--- src/rtl/cv32e41s_pkg.sv ---
// Shared types and constants for the fence.i sequencer slice.
//   fencei_seq_state_e : sequencer FSM state encoding
//   FENCEI_DRAIN_CNT_W : width of the LSU idle-window counter
package cv32e41s_pkg;

  localparam int unsigned FENCEI_DRAIN_CNT_W = 4;

  typedef enum logic [1:0] {
    FENCEI_IDLE,
    FENCEI_DRAIN,
    FENCEI_REQ,
    FENCEI_DONE
  } fencei_seq_state_e;

endpackage

--- src/rtl/cv32e41s_fencei_drain_cnt.sv ---
// Saturating idle-window counter.
// Counts consecutive idle cycles and reports when the current idle cycle
// completes a window of HOLD cycles.
// Ports:
//   clk, rst_n : clock, asynchronous active-low reset
//   clr        : hold the counter at zero (not in the window phase)
//   idle       : the monitored resource is idle this cycle
//   hit_c      : combinational, this idle cycle is the HOLD-th in a row
module cv32e41s_fencei_drain_cnt
  import cv32e41s_pkg::*;
#(
  parameter int unsigned HOLD = 1
) (
  input  logic clk,
  input  logic rst_n,
  input  logic clr,
  input  logic idle,
  output logic hit_c
);

  localparam int unsigned W       = FENCEI_DRAIN_CNT_W;
  localparam int unsigned CW      = W + 1;
  localparam int unsigned CNT_MAX = (1 << W) - 1;

  logic [W-1:0]  count_q;
  logic [W-1:0]  count_d;
  logic [CW-1:0] count_inc;

  // Next count: any non-idle cycle restarts the window; saturate at the top.
  always_comb begin
    count_inc = {1'b0, count_q} + CW'(1);
    count_d   = count_q;
    if (clr || !idle) begin
      count_d = '0;
    end else if (count_q != W'(CNT_MAX)) begin
      count_d = count_inc[W-1:0];
    end
  end

  // Window completes on the cycle the count reaches HOLD.
  assign hit_c = !clr && idle && (count_inc >= CW'(HOLD));

  always_ff @(posedge clk or negedge rst_n) begin
    if (!rst_n) begin
      count_q <= '0;
    end else begin
      count_q <= count_d;
    end
  end

endmodule

--- src/rtl/cv32e41s_fencei_sequencer.sv ---
// fence.i flush sequencer for the controller FSM.
// On a fence.i in WB: halt the pipe, wait for the LSU and write buffer to
// stay idle for DRAIN_HOLD cycles, run the flush req/ack handshake, then
// pulse done for one cycle.
// Optional feature macro: CV32E41S_FENCEI_TIMEOUT_EN enables a sticky
// timeout flag when the ack takes ACK_TIMEOUT REQ cycles or more.
// Ports:
//   clk, rst_n          : clock, asynchronous active-low reset
//   fencei_start_i      : fence.i in WB, start the sequence (IDLE only)
//   abort_i             : kill the sequence while draining
//   lsu_busy_i          : LSU has outstanding transfers
//   wbuf_empty_i        : LSU write buffer empty
//   fencei_flush_req_o  : flush request to the external side
//   fencei_flush_ack_i  : flush acknowledge from the external side
//   halt_pipe_o         : halt IF/ID/EX
//   busy_o              : sequencer not idle
//   done_o              : one-cycle completion pulse
//   timeout_o           : sticky ack timeout flag (0 when feature disabled)
module cv32e41s_fencei_sequencer
  import cv32e41s_pkg::*;
#(
  parameter int unsigned DRAIN_HOLD  = 1,
  parameter int unsigned ACK_TIMEOUT = 1024
) (
  input  logic clk,
  input  logic rst_n,
  input  logic fencei_start_i,
  input  logic abort_i,
  input  logic lsu_busy_i,
  input  logic wbuf_empty_i,
  output logic fencei_flush_req_o,
  input  logic fencei_flush_ack_i,
  output logic halt_pipe_o,
  output logic busy_o,
  output logic done_o,
  output logic timeout_o
);

  fencei_seq_state_e state_q;
  fencei_seq_state_e state_d;

  logic lsu_idle_c;
  logic drain_clr_c;
  logic drain_hit_c;

  logic req_d;
  logic halt_d;
  logic busy_d;
  logic done_d;

  assign lsu_idle_c  = !lsu_busy_i && wbuf_empty_i;
  assign drain_clr_c = (state_q != FENCEI_DRAIN);

  cv32e41s_fencei_drain_cnt #(
    .HOLD (DRAIN_HOLD)
  ) u_drain_cnt (
    .clk   (clk),
    .rst_n (rst_n),
    .clr   (drain_clr_c),
    .idle  (lsu_idle_c),
    .hit_c (drain_hit_c)
  );

  // Next state and next-cycle outputs.
  always_comb begin
    state_d = state_q;
    req_d   = 1'b0;
    halt_d  = 1'b0;
    busy_d  = 1'b0;
    done_d  = 1'b0;

    case (state_q)
      FENCEI_IDLE: begin
        // Start wins over a concurrent abort; ack is ignored here.
        if (fencei_start_i) begin
          state_d = FENCEI_DRAIN;
        end
      end
      FENCEI_DRAIN: begin
        // Abort wins over a drain window completing in the same cycle.
        if (abort_i) begin
          state_d = FENCEI_IDLE;
        end else if (drain_hit_c) begin
          state_d = FENCEI_REQ;
        end
      end
      FENCEI_REQ: begin
        // Handshake cannot be abandoned once the request is out.
        if (fencei_flush_ack_i) begin
          state_d = FENCEI_DONE;
        end
      end
      FENCEI_DONE: begin
        state_d = FENCEI_IDLE;
      end
      default: begin
        state_d = FENCEI_IDLE;
      end
    endcase

    // Outputs are registered from the next state so they align with it.
    req_d  = (state_d == FENCEI_REQ);
    done_d = (state_d == FENCEI_DONE);
    halt_d = (state_d != FENCEI_IDLE);
    busy_d = (state_d != FENCEI_IDLE);
  end

  always_ff @(posedge clk or negedge rst_n) begin
    if (!rst_n) begin
      state_q            <= FENCEI_IDLE;
      fencei_flush_req_o <= 1'b0;
      halt_pipe_o        <= 1'b0;
      busy_o             <= 1'b0;
      done_o             <= 1'b0;
    end else begin
      state_q            <= state_d;
      fencei_flush_req_o <= req_d;
      halt_pipe_o        <= halt_d;
      busy_o             <= busy_d;
      done_o             <= done_d;
    end
  end

`ifdef CV32E41S_FENCEI_TIMEOUT_EN
  localparam int unsigned TO_W = $clog2(ACK_TIMEOUT + 1);

  logic [TO_W-1:0] to_cnt_q;
  logic [TO_W-1:0] to_cnt_d;
  logic            timeout_d;

  // Counter sits at zero outside REQ, so every REQ visit starts from zero.
  always_comb begin
    to_cnt_d  = to_cnt_q;
    timeout_d = timeout_o;
    if ((state_q == FENCEI_IDLE) && fencei_start_i) begin
      timeout_d = 1'b0;
    end
    if (state_q != FENCEI_REQ) begin
      to_cnt_d = '0;
    end else if (!fencei_flush_ack_i && (to_cnt_q != TO_W'(ACK_TIMEOUT))) begin
      to_cnt_d = to_cnt_q + TO_W'(1);
      if (to_cnt_d == TO_W'(ACK_TIMEOUT)) begin
        timeout_d = 1'b1;
      end
    end
  end

  always_ff @(posedge clk or negedge rst_n) begin
    if (!rst_n) begin
      to_cnt_q  <= '0;
      timeout_o <= 1'b0;
    end else begin
      to_cnt_q  <= to_cnt_d;
      timeout_o <= timeout_d;
    end
  end
`else
  assign timeout_o = 1'b0;
`endif

  // Parameter legality.
  a_param_range : assert property (@(posedge clk)
    (DRAIN_HOLD inside {[1:15]}) && (ACK_TIMEOUT inside {[2:65535]}));

  // A new fence.i may only arrive while the sequencer is idle.
  a_start_idle : assert property (@(posedge clk) disable iff (!rst_n)
    fencei_start_i |-> (state_q == FENCEI_IDLE));

endmodule

--- config.mk ---
export PLATFORM = sky130hd
export DESIGN_NAME = cv32e41s_fencei_sequencer
export DESIGN_NICKNAME = d
export VERILOG_FILES = /design/src/rtl/cv32e41s_pkg.sv /design/src/rtl/cv32e41s_fencei_drain_cnt.sv /design/src/rtl/cv32e41s_fencei_sequencer.sv
export SDC_FILE = /design/constraint.sdc
export NUM_CORES = 1
export LEC_CHECK = 0
export ABC_AREA = 1
export BUFFER_PORTS_ARGS = -buffer_cell sky130_fd_sc_hd__buf_2
export CAP_MARGIN = 0
export CORE_MARGIN = 2
export CORE_UTILIZATION = 38
export CTS_CLUSTER_DIAMETER = 120
export DETAILED_ROUTE_END_ITERATION = 16
export GPL_ROUTABILITY_DRIVEN = 0
export PLACE_DENSITY = 0.58
export SYNTH_ARGS = -nofsm -noshare
export SYNTH_HDL_FRONTEND = slang
export SYNTH_SLANG_ARGS = --single-unit
--- constraint.sdc ---
create_clock -name clk -period 1.3 [get_ports clk]
set_input_delay 0.065 -clock clk [delete_from_list [all_inputs] [get_ports clk]]
set_output_delay 0.065 -clock clk [all_outputs]
set_load 0.01 [all_outputs]
# After elaboration in Yosys (flattened, before gate mapping)
# Cells that the tools add are included.
# Widths: inputs -> output; s select.
word_totals:
  input_bits: 7
  ram_bits: 0
  rom_bits: 0
  output_inout_bits: 5
  wordCells: 31
  n_memories: 0
  regBits: 9
  latchBits: 0
op_classes:
  eq_ne: 7
  div_mod_pow: 0
  n_mux: 7
  n_bitwise: 0
  shift: 0
  n_reduce_logical: 10
  addsub: 1
  order_cmp: 1
  mul: 0
op_table:
  columns: ["op", "count"]
  rows:
  - ["$eq 2x2->1 const B", 4]
  - ["$mux 2", 4]
  - ["$mux 4", 2]
  - ["$pmux 2 s4", 1]
  - ["$add 4x1->5 const B", 1]
  - ["$ge 5x1->1 const B", 1]
  - ["$ne 4x4->1 const B", 1]
  - ["$reduce_bool 2->1", 2]
  - ["$logic_and 1x1->1", 3]
  - ["$logic_not 1->1", 3]
  - ["$eq 2x1->1 const B", 1]
  - ["$logic_not 2->1", 1]
  - ["$ne 2x1->1 const B", 1]
  - ["$logic_or 1x1->1", 1]

# Logic depth before layout (Yosys ltp)
# Gate-level depths: netlist of run 1.
depth:
  depth_word: 8
  mapped_depth: 11
  mapped_depth_nobuf: 11

# By module
# A second synthesis of run 1 with hierarchy kept.
unflattened:
  hier_cells: 66
  hier_area_um2: 516.7
by_module_without_submodules:
  columns: ["mod", "n_inst", "cells_each", "area_each_um2"]
  rows:
  - ["cv32e41s_fencei_drain_cnt", 1, 36, 275.3]
  - ["cv32e41s_fencei_sequencer", 1, 30, 241.5]

# Worst setup path after synthesis of run 1
# Ideal clock, no wire load.
synth_path:
  kind: "register -> register"
  startpoint: "reg u_drain_cnt.count_q[0]"
  endpoint: "reg busy_o"
  arrival_time_ns: 1.243
  path_stages_with_launch: 9
  path_slack_ns: -0.064
  t_required_ns: 1.179
  path_cell_list: "dfrtp_1 -> inv_1 -> ha_1 -> nor2_1 -> nand2_1 -> nand2_1 -> nand3_2 -> a21oi_2 -> nand2_1"
synth_between:
  elab_chain_cells: 7
synth_rtl:
  columns: ["item", "line_no", "rtl"]
  rows:
  - ["start, declared", "cv32e41s_fencei_drain_cnt.sv:25", "logic [W-1:0] count_q;"]
  - ["start signal, assigned", "cv32e41s_fencei_drain_cnt.sv:47", "count_q <= count_d;"]
  - ["$add 4x1->5", "cv32e41s_fencei_drain_cnt.sv:31", "count_inc = {1'b0, count_q} + CW'(1);"]
  - ["$ge 5x1->1", "cv32e41s_fencei_drain_cnt.sv:41", "assign hit_c = !clr && idle && (count_inc >= CW'(HOLD));"]
  - ["$logic_and 1x1->1", "cv32e41s_fencei_drain_cnt.sv:41", null]
  - ["$mux 2", "cv32e41s_fencei_sequencer.sv:83", "end else if (drain_hit_c) begin"]
  - ["$mux 2", "cv32e41s_fencei_sequencer.sv:81", "if (abort_i) begin"]
  - ["$pmux 2 s4", "cv32e41s_fencei_sequencer.sv:72", "case (state_q)"]
  - ["$reduce_bool 2->1", "cv32e41s_fencei_sequencer.sv:105", "busy_d = (state_d != FENCEI_IDLE);"]
  - ["named net busy_d", "cv32e41s_fencei_sequencer.sv:48", "logic busy_d;"]
  - ["end signal, assigned", "cv32e41s_fencei_sequencer.sv:119", "busy_o <= busy_d;"]
  - ["end, declared", "cv32e41s_fencei_sequencer.sv:34", "output logic busy_o,"]
# The timed path passes the listed nets, and every way through them passes these cells.
# A chain may end at the register's enable or synchronous reset.

# Worst setup path after layout of run 1
layout_path:
  startpoint: "reg u_drain_cnt.count_q[1]"
  endpoint: "reg fencei_flush_req_o"
layout_between:
  elab_chain_cells: 7
layout_rtl:
  columns: ["item", "line_no", "rtl"]
  rows:
  - ["$add 4x1->5", "cv32e41s_fencei_drain_cnt.sv:31", null]
  - ["$ge 5x1->1", "cv32e41s_fencei_drain_cnt.sv:41", null]
  - ["$logic_and 1x1->1", "cv32e41s_fencei_drain_cnt.sv:41", null]
  - ["$mux 2", "cv32e41s_fencei_sequencer.sv:83", null]
  - ["$mux 2", "cv32e41s_fencei_sequencer.sv:81", null]
  - ["$pmux 2 s4", "cv32e41s_fencei_sequencer.sv:72", null]
  - ["named net state_d[0]", "cv32e41s_fencei_sequencer.sv:40", "fencei_seq_state_e state_d;"]
  - ["$eq 2x2->1", "cv32e41s_fencei_sequencer.sv:102", "req_d = (state_d == FENCEI_REQ);"]
  - ["named net req_d", "cv32e41s_fencei_sequencer.sv:46", "logic req_d;"]
  - ["end signal, assigned", "cv32e41s_fencei_sequencer.sv:117", "fencei_flush_req_o <= req_d;"]
  - ["end, declared", "cv32e41s_fencei_sequencer.sv:31", "output logic fencei_flush_req_o,"]
# The timed path passes the listed nets, and every way through them passes these cells.

==> results of run 1 <==
state kept, by name (all words and copies together) (netlist names):
signal	cells
busy_o	1
done_o	1
fencei_flush_req_o	1
state_q	2
u_drain_cnt.count_q	4
critical path, cell delays in order, from the launching register on:
cell     delay (ns)
dfrtp_1        0.42
inv_2          0.09
ha_4           0.20
nor2_2         0.09
nand2_1        0.08
inv_1          0.07
nand3_1        0.06
nand2_1        0.08
nand3_2        0.09
nand3_2        0.10
nor2_1         0.04
worst paths after layout:
check | slack (ns) | cells past startpoint | from | to
worst max-delay path | -0.13 | 10 | u_drain_cnt.count_q[1] | fencei_flush_req_o
worst min-delay path | 0.1 | 3 | fencei_start_i | state_q[0]
worst max register to register | -0.13 | 10 | u_drain_cnt.count_q[1] | fencei_flush_req_o
worst min register to register | 0.61 | 2 | state_q[1] | done_o
max in group asynchronous | 0.94 | 2 | rst_n | state_q[0]
min in group asynchronous | 0.18 | 2 | rst_n | state_q[1]
placed cells by master (no fill, tap or decap), types with 3 or more instances in the layout:
cell type / instances
buf_2: 10
buf_4: 8
clkbuf_4: 3
dfrtp_1: 9
inv_1: 8
inv_2: 5
nand2_1: 18
nand3_1: 6
nand3_2: 6
nor2_1: 4
o21ai_0: 3
where the power goes:
group / switching (µW) / leakage [µW] / total [µW] / internal, µW
logic: 211 / 0.000304 / 367 / 156
clock network: 89.2 / 0.0000150 / 207 / 118
registers: 40.3 / 0.000121 / 371 / 330
total: 341 / 0.000440 / 945 / 604
cell type report:
type                       instances  area (µm²)  share of cell area, %
tap                               15        18.8                   2.47
multi-input combinational         46         307                   40.3
inverter                          14        52.6                   6.91
sequential                         9         225                   29.6
timing repair buffer              20         131                   17.3
clock buffer                       4        26.3                   3.45
metal layers:
| layer | GRT usage [%] | vias to the layer above | part of all wire [%] |
|---|---|---|---|
| li1 | - | 258 | - |
| met1 | 15.1 | 207 | 47 |
| met2 | 18.8 | 6 | 50 |
| met3 | 3.02 | 2 | 2.6 |
| met4 | 7.50 | 0 | 0.47 |
| met5 | 0 | - | 0 |
metrics by stage:
| step | util, % | hold WS (ns) | instances |
|---|---|---|---|
| final | 57.0 | 0.0973 | 108 |
| after global routing | 57.0 | 0.112 | 108 |
| after CTS | 52.3 | 0.0880 | 104 |
| after detailed placement | 48.2 | -0.0751 | 98 |
| after global placement | 48.2 | -0.0756 | 98 |
| after floorplan | - | -0.231 | 71 |
logic make-up (layout without fill, tap and decap cells):
family                     after synthesis  count (layout)  synth area share [%]
other                                    1               1                 0.670
AOI/OAI and AO/OA                        5               5                  5.14
and+or+nand+nor                         38              38                  37.4
adders and majority gates                2               2                  4.47
DFF                                      9               9                  40.3
buffers and inverters                   16              38                  12.1
timing repair:
| item | 4_1_cts | 5_1_grt |
|---|---|---|
| hold endpoints to repair | 9 | 0 |
| pin swaps | 5 | 4 |
| buffers inserted | 1 | 4 |
| gates resized for setup | 2 | 8 |
| hold buffers | 1 | 0 |
| endpoints found under the setup margin | 4 | 4 |
==> Implementation_results.wiki, run 1 <==
{| class="wikitable"
! Metric !! Value
|-
| Share of the synthesized area in the top cell type || 40.3%
|-
| Classification of the worst setup path || reg2reg
|-
| Growth of design area from synthesis to finish || 36.0%
|-
| Leading post-synthesis cells by instance count || nand2_1 (18), inv_1 (11), dfrtp_1 (9)
|-
| Most repeated cell in the gate-level netlist after synthesis || nand2_1
|-
| Number of fill cells || 129
|-
| Syn Nets || 80
|-
| Fin crit period || 1.43 ns
|-
| CTS tree || built
|-
| CTS Root Buffer Type || clkbuf_4
|-
| Tcrit/Tclk final || 110%
|-
| WP data required || 1.45 ns
|-
| Synth async-reset ratio || 100%
|-
| Max_cap viols || 0
|-
| Vias/cell || 4.38
|-
| Distinct cells, synth || 17
|-
| Post-synthesis register bit count || 9
|-
| Critical path peak fanout || 3
|-
| Maximum number of pins on one net before global-route repair || 10
|-
| Total half-perimeter wirelength after legalization and detailed placement || 752 µm
|-
| Tightest Hold Check Type || in2reg
|-
| Peak VDD IR || 0.000641 V
|-
| Total number of vias || 473
|-
| Clock H-tree levels || 1
|-
| Starting density of the core || 41.9%
|-
| GRT Overall Usage || 12.2%
|-
| Num rows || 13
|-
| Type of element launching the critical path || register
|-
| Latest clock arrival within the worst-skew pair || 0.26 ns
|-
| Count of buffers inserted at the top-level ports || 10
|-
| Net count, final || 103
|-
| Synthesis warning total || 0
|-
| Number of enable-type register cells in the synthesized netlist || 0
|-
| Number of max-slew violations in the final report || 0
|-
| Hold Violations, Final || 0
|-
| Number of global-route vias before repair || 430
|-
| Power per standard cell area || 1240 nW/µm²
|-
| Setup repair after global routing missed its margin || true
|-
| Cells after Synth || 71
|-
| Final setup fails || 5
|-
| Synth area leader || dfrtp_1
|-
| Post-Syn Area || 559 µm²
|-
| Dpl ws || -0.142 ns
|-
| Sum Neg Setup Slack || -0.397 ns
|-
| Part of the Yosys area used for sequential elements || 40.3%
|-
| Total clock buffers created by CTS || 3
|-
| Most used flip-flop cell after synthesis || dfrtp_1
|-
| Drt wl/cell || 9.92 µm
|-
| Placed Instance Area || 643 µm²
|-
| First-iteration detailed-routing DRC count || 4
|-
| Clock skew || 0.00878 ns
|-
| Final WL || 1.07 mm
|-
| Core area || 1330 µm²
|-
| Total grt overflow || 0
|-
| Initial antenna violation count || 0
|-
| Leakage power figure || 0.000440 µW
|-
| DRC Markers || 0
|-
| Die width || 42.4 µm
|-
| Final instance area || 761 µm²
|-
| Run status || finished, violations left
|-
| Main area contributors after synthesis || dfrtp_1 (40%), nand2_1 (12%), nand3_2 (8.9%)
|-
| CP arrival || 1.57 ns
|-
| Maximum clock rate || 0.701 GHz
|-
| Layout cell share with drive strength beyond 1 || 43.0%
|-
| Top Ports || 12
|-
| Die footprint || 1790 µm²
|-
| 1st-pass router iterations || 4
|-
| Type of element capturing the critical path || register
|-
| Number of buffers on the longest clock path || 2
|-
| Average cell area after synthesis || 7.88 µm²
|-
| First-pass GRT wire length || 1.64 mm
|-
| Clock transition at path regs || 0.06 ns
|-
| N_diodes || 0
|-
| Violated checks || negative setup slack
|-
| Post-layout total power || 945 µW
|-
| Post-layout worst setup margin || -0.126 ns
|-
| Antenna-violating nets left || 0
|-
| Vertical extent of the die || 42.4 µm
|-
| Clock sink count || 9
|}
Power figures use the tool's default switching activity.
==> run 2, diff against run 1 <==
Settings changed: PLACE_DENSITY 0.58 to 0.6.
==> run 2 against run 1 <==
The flow still finishes with violations (negative setup slack). Sequential power about the same. Combinational power increased by 13%. Critical path depth decreased by 2. Sequential share of layout area decreased by 2.2 points. Power increased by 5.5%. Global-route usage increased by 0.44 points. Clock skew decreased by 0.0083 ns.
==> Implementation_results.wiki, run 2 (synthesis gave the netlist of run 1 again) <==
{| class="wikitable"
! Metric !! Value
|-
| Run status || finished, violations left
|-
| Violated checks || negative setup slack
|-
| Critical path peak fanout || 5
|-
| Worst R2R Start || u_drain_cnt.count_q[0]
|-
| Critical R2R Capture || busy_o
|-
| Total half-perimeter wirelength after legalization and detailed placement || 774 µm
|-
| Final setup fails || 6
|-
| GRT Overall Usage || 12.6%
|-
| Setup repair after global routing missed its margin || true
|-
| Top Ports || 12
|-
| Register bank with the most flops || u_drain_cnt.count_q
|-
| Fin crit period || 1.45 ns
|-
| Slowest-stage cell, CP || dfrtp_2
|-
| Count of buffers inserted at the top-level ports || 10
|-
| Largest regs || u_drain_cnt.count_q (4), state_q (2)
|-
| Number of fill cells || 116
|-
| Growth of design area from synthesis to finish || 48.3%
|-
| Cell mode on critical path || nand3_2
|-
| Number of global-route vias before repair || 453
|-
| Worst slack on hold paths || 0.103 ns
|-
| Net count, final || 107
|-
| Die footprint || 1790 µm²
|-
| Total number of vias || 516
|-
| CTS Root Buffer Type || clkbuf_4
|-
| Die width || 42.4 µm
|-
| First-pass GRT wire length || 1.73 mm
|-
| Sequential cell area in the final layout || 228 µm²
|-
| Clock H-tree levels || 1
|-
| Vias/cell || 4.61
|-
| Antenna-violating nets left || 0
|-
| Type of element capturing the critical path || register
|-
| Worst reg-to-reg path cell count || 8
|-
| Startpoint of the lowest-slack hold path || fencei_start_i
|-
| Layout cell share with drive strength beyond 1 || 50.5%
|-
| Placed Instance Area || 643 µm²
|-
| Area occupied by multi-input gates || 327 µm²
|-
| Maximum number of pins on one net before global-route repair || 10
|-
| Type of element launching the critical path || register
|-
| Clock transition at path regs || 0.06 ns
|-
| DRC Markers || 0
|-
| Num rows || 13
|-
| Endpoint, Worst Hold || busy_o
|-
| 1st-pass router iterations || 4
|-
| Total clock buffers created by CTS || 3
|-
| Final instance area || 830 µm²
|-
| N_diodes || 0
|-
| Drt wl/cell || 10.6 µm
|-
| Hold Violations, Final || 0
|-
| First-iteration detailed-routing DRC count || 4
|-
| Starting density of the core || 41.9%
|-
| Maximum clock rate || 0.691 GHz
|-
| Latest clock arrival within the worst-skew pair || 0.25 ns
|-
| Power per standard cell area || 1200 nW/µm²
|-
| WP data required || 1.44 ns
|-
| Max_cap viols || 0
|-
| Clock skew || 0.000446 ns
|-
| Initial antenna violation count || 0
|-
| Classification of the worst setup path || reg2reg
|-
| Clock sink count || 9
|-
| Delay contributed by the slowest stage of the critical path || 0.44 ns
|-
| Final WL || 1.18 mm
|-
| Final core occ || 62.2%
|-
| Post-layout total power || 996 µW
|-
| Number of stages on the worst hold path || 5
|-
| Vertical extent of the die || 42.4 µm
|-
| Core area || 1330 µm²
|-
| Flip-flop count of the largest register, all copies and words added || 4
|-
| Leakage power figure || 0.000462 µW
|-
| Total grt overflow || 0
|-
| Minimum setup slack among reg-to-reg paths || -0.15 ns
|-
| Number of buffers on the longest clock path || 2
|-
| Sum Neg Setup Slack || -0.523 ns
|-
| Most common library cell in the layout ignoring fill and taps || nand2_1
|-
| CP arrival || 1.59 ns
|-
| CTS tree || built
|-
| Post-layout worst setup margin || -0.147 ns
|-
| Tcrit/Tclk final || 111%
|-
| Number of max-slew violations in the final report || 0
|-
| Ordered cell list for the critical path || buf_12 > ha_4 > nand3_4 > nand3_2 > nand2_2 > nand3_2 > a21oi_4 > nand2_1
|-
| Peak VDD IR || 0.000643 V
|-
| Commonest cells after routing, fill and taps aside || nand2_1 (18), buf_2 (10), buf_4 (10), inv_1 (8), dfrtp_1 (7)
|-
| Tightest Hold Check Type || in2reg
|}
-- run 2: cell types whose count changed in the layout (fill, tap and decap cells not counted), sizes merged --
cell / previous run / this run
buf: 19 / 23
-- run 2: per-layer routing --
metal / vias up / part of all wire [%] / wire (µm) / global-route usage [%]
li1: 266 / - / - / -
met1: 242 / 45 / 532 / 15.6
met2: 6 / 51 / 605 / 20.3
met3: 2 / 3.1 / 37 / 3.45
met4: 0 / 0.51 / 6 / 5.63
met5: - / 0 / 0 / 0
-- run 2: worst max-delay path, delay by kind of cell, from the launching register on --
family          cells  cell delay, ns
flops               1            0.44
simple gates        5            0.41
compound gates      1            0.18
fa+ha+maj           1            0.17
buf+inv             1            0.13
-- run 2: per-stage QoR --
stage	setup WS, ns	std cells
2_1_floorplan	-0.0487	71
3_3_place_gp	-0.136	98
3_5_place_dp	-0.162	98
4_1_cts	-0.132	105
5_1_grt	-0.243	112
6_report	-0.147	112
-- run 2: how the worst max path moves through the flow --
| stage | from | end | slack (ns) | depth (start not counted) |
|---|---|---|---|---|
| after detailed placement | u_drain_cnt.count_q[0] | fencei_flush_req_o | -0.16 | 8 |
| after global routing | u_drain_cnt.count_q[1] | busy_o | -0.24 | 11 |
| after floorplan | u_drain_cnt.count_q[0] | busy_o | -0.05 | 8 |
| final | u_drain_cnt.count_q[0] | busy_o | -0.15 | 8 |
| after global placement | u_drain_cnt.count_q[1] | fencei_flush_req_o | -0.14 | 8 |
| after CTS | u_drain_cnt.count_q[0] | fencei_flush_req_o | -0.13 | 10 |
-- run 2: cell type report --
class | count | share of cell area [%]
clock buffers | 4 | 3.17
inverters | 14 | 6.33
multi-input cells | 46 | 39.4
flip-flops and latches | 9 | 27.5
well taps | 15 | 2.26
repair buffers | 24 | 21.4
-- run 2: power by group --
part           internal (µW)  switching [µW]  total [µW]
sequential               332            40.9         372
clock                    118            92.0         210
combinational            192             222         414
total                    641             355         996
-- run 2: what timing repair did --
action	in CTS	in global routing
endpoints found under the setup margin	6	7
setup buffers	2	7
pin swaps	5	10
hold endpoints to repair	9	0
hold buffers	1	0
resized for setup	2	17
==> run 3, diff against run 2 <==
Settings changed: ABC_AREA 1 to 0, CORE_AREA from default to 2 2 39 41, CORE_MARGIN 2 to default, CORE_UTILIZATION 38 to default, DIE_AREA from default to 0 0 41 43, PLACE_DENSITY 0.6 to default.
==> run 3 against run 2 <==
The flow still finishes with violations (negative setup slack). Design area decreased by 19%. First-iteration DRC count rose by 25%. Synthesized cell count decreased by 34%. Sequential cell count unchanged. Area after synthesis shrank 13%. Sequential power fell by 6.2%. Largest cell class unchanged. Largest power group is now registers.
==> Implementation_results.wiki, run 3 <==
{| class="wikitable"
! Metric !! Value
|-
| Clock group share of total power || 28.3%
|-
| Distinct cells, synth || 27
|-
| Met3 wire length || 57 µm
|-
| Count of buffers inserted at the top-level ports || 10
|-
| Fraction of power spent switching nets || 29.4%
|-
| Largest regs || u_drain_cnt.count_q (4), state_q (2)
|-
| Part of the Yosys area used for sequential elements || 46.5%
|-
| Antenna-violating nets left || 0
|-
| Dpl ws || -0.273 ns
|-
| Leading post-synthesis cells by instance count || dfrtp_1 (9), nor2_1 (5), inv_1 (3)
|-
| Clock H-tree levels || 1
|-
| Critical path peak fanout || 2
|-
| Total grt overflow || 0
|-
| Clock skew || 0.000252 ns
|-
| Post-layout total power || 755 µW
|-
| Placed Instance Area || 577 µm²
|-
| Growth of design area from synthesis to finish || 39.0%
|-
| Starting density of the core || 35.0%
|-
| Number of cells after detailed placement || 75
|-
| Main area contributors after synthesis || dfrtp_1 (47%), ha_1 (5.2%), mux2i_1 (4.1%)
|-
| Layout cell share with drive strength beyond 1 || 45.3%
|-
| Tcrit/Tclk final || 121%
|-
| Die width || 41 µm
|-
| Psw || 222 µW
|-
| Number of buffers on the longest clock path || 2
|-
| Total clock buffers created by CTS || 3
|-
| Register bank with the most flops || u_drain_cnt.count_q
|-
| Power per standard cell area || 1120 nW/µm²
|-
| Share of the synthesized area in the top cell type || 46.5%
|-
| First-iteration detailed-routing DRC count || 5
|-
| Number of enable-type register cells in the synthesized netlist || 0
|-
| Total met2 wirelength after detailed routing || 589 µm
|-
| Vias/cell || 4.90
|-
| Number of global-route vias before repair || 386
|-
| Cells after Synth || 47
|-
| Run status || finished, violations left
|-
| Total number of vias || 392
|-
| Synthesis warning total || 0
|-
| Post-Syn Area || 484 µm²
|-
| Total half-perimeter wirelength after legalization and detailed placement || 711 µm
|-
| DRC Markers || 0
|-
| Worst reg-to-reg path cell count || 5
|-
| Commonest cells after routing, fill and taps aside || buf_2 (10), dfrtp_1 (9), nor2_1 (5), buf_4 (5), clkbuf_4 (3)
|-
| Most common library cell in the layout ignoring fill and taps || buf_2
|-
| Minimum setup slack among reg-to-reg paths || -0.28 ns
|-
| Clock sink count || 9
|-
| Average cell area after synthesis || 10.3 µm²
|-
| Worst slack on hold paths || 0.0235 ns
|-
| Initial antenna violation count || 0
|-
| Post-synthesis register bit count || 9
|-
| Share of power burned in combinational logic || 25.5%
|-
| Core area || 1380 µm²
|-
| Num rows || 14
|-
| Tightest Hold Check Type || in2reg
|-
| Type of element launching the critical path || register
|-
| Die footprint || 1760 µm²
|-
| Critical path destination || state_q[1]
|-
| Post-layout worst setup margin || -0.279 ns
|-
| GRT Overall Usage || 14.2%
|-
| Final setup fails || 3
|-
| Leakage power figure || 0.000294 µW
|-
| Drt wl/cell || 13.0 µm
|-
| Net count, final || 74
|-
| Final instance area || 673 µm²
|-
| First-pass GRT wire length || 1.63 mm
|-
| Clock transition at path regs || 0.06 ns
|-
| Top sig layer || met3
|-
| Classification of the worst setup path || reg2reg
|-
| Vertical extent of the die || 43 µm
|-
| CTS Root Buffer Type || clkbuf_4
|-
| CP arrival || 1.72 ns
|-
| 1st-pass router iterations || 3
|-
| Worst R2R Start || u_drain_cnt.count_q[1]
|-
| Proportion of power drawn by flip-flops and latches || 46.2%
|-
| Setup repair after global routing missed its margin || true
|-
| Max_cap viols || 0
|-
| Maximum clock rate || 0.633 GHz
|-
| CTS tree || built
|-
| Number of max-slew violations in the final report || 0
|-
| Timing startpoint of the critical path || u_drain_cnt.count_q[1]
|-
| WP data required || 1.44 ns
|-
| Critical R2R Capture || state_q[1]
|-
| Most repeated cell in the gate-level netlist after synthesis || dfrtp_1
|-
| Number of fill cells || 134
|-
| N_diodes || 0
|-
| Most used flip-flop cell after synthesis || dfrtp_1
|-
| Synth async-reset ratio || 100%
|-
| Final WL || 1.04 mm
|-
| Top Ports || 12
|-
| Fin crit period || 1.58 ns
|-
| Internal Pwr Total || 533 µW
|-
| Peak VDD IR || 0.000506 V
|-
| Synth area leader || dfrtp_1
|-
| Type of element capturing the critical path || register
|-
| Latest clock arrival within the worst-skew pair || 0.26 ns
|-
| Flip-flop count of the largest register, all copies and words added || 4
|-
| Syn Nets || 56
|-
| Maximum number of pins on one net before global-route repair || 10
|-
| Violated checks || negative setup slack
|-
| Length of routed wiring on met1 || 395 µm
|-
| Number of non-filler instances in the completed layout || 80
|-
| Hold Violations, Final || 0
|}
## run 3: cell types whose count changed after synthesis, sizes merged, moves of 2 or more
cell / change
nand2: -19
nor3b: +2
inv: -10
nand3: -10
mux2i: +2
## run 3: metrics by stage
stage / setup TNS, ns / utilization (%)
floorplan: -0.823 / -
global placement: -0.763 / 41.7
detailed placement: -0.855 / 41.7
CTS: -0.907 / 44.3
global route: -0.959 / 48.6
finish: -0.793 / 48.6
## run 3: cell families after synthesis
group | synth area share [%]
simple gates | 23.3
flops | 46.5
mux | 4.13
buf+inv | 6.20
fa+ha+maj | 5.17
compound gates | 12.1
other cells | 0.774
xor+xnor | 1.81
## run 3: layer usage
| metal | vias to the layer above | global-route usage [%] |
|---|---|---|
| met1 | 185 | 16.9 |
| met5 | - | 0 |
| li1 | 196 | - |
| met4 | 0 | 4.00 |
| met2 | 11 | 20.3 |
| met3 | 0 | 9.42 |
## run 3: area by class of cell
cell class	instances	area [µm²]	share of cell area [%]
multi-input combinational	32	293	43.5
sequential	9	225	33.5
timing repair buffer	16	97.6	14.5
clock buffer	4	26.3	3.90
tap	16	20.0	2.97
inverter	3	11.3	1.67
## run 3: repair_timing
item	in CTS	in global routing
setup endpoints to repair	6	7
setup buffers	0	2
resized for setup	0	11
hold buffers	1	0
pin swaps	0	3
endpoints found under the hold margin	9	0
## run 3: worst min-delay path by stage
stage	startpoint	end	depth (start not counted)
2_1_floorplan	rst_n	busy_o	0
3_3_place_gp	rst_n	fencei_flush_req_o	1
6_report	fencei_flush_ack_i	fencei_flush_req_o	2
4_1_cts	fencei_flush_ack_i	fencei_flush_req_o	2
5_1_grt	fencei_flush_ack_i	fencei_flush_req_o	2
3_5_place_dp	rst_n	fencei_flush_req_o	1
## run 3: critical path: stages (launching register included)
cell and delay (ns):
dfrtp_1 0.38, inv_2 0.08, ha_4 0.20, or4b_4 0.56, a21oi_4 0.15, o31ai_1 0.10
## run 3: power by group through the flow
stage	Sequential (µW)	Combinational (µW)	Clock, µW
finish	349	192	214
global route	357	220	239
CTS	346	173	224
floorplan	360	107	0
detailed placement	352	171	0
global placement	351	168	0
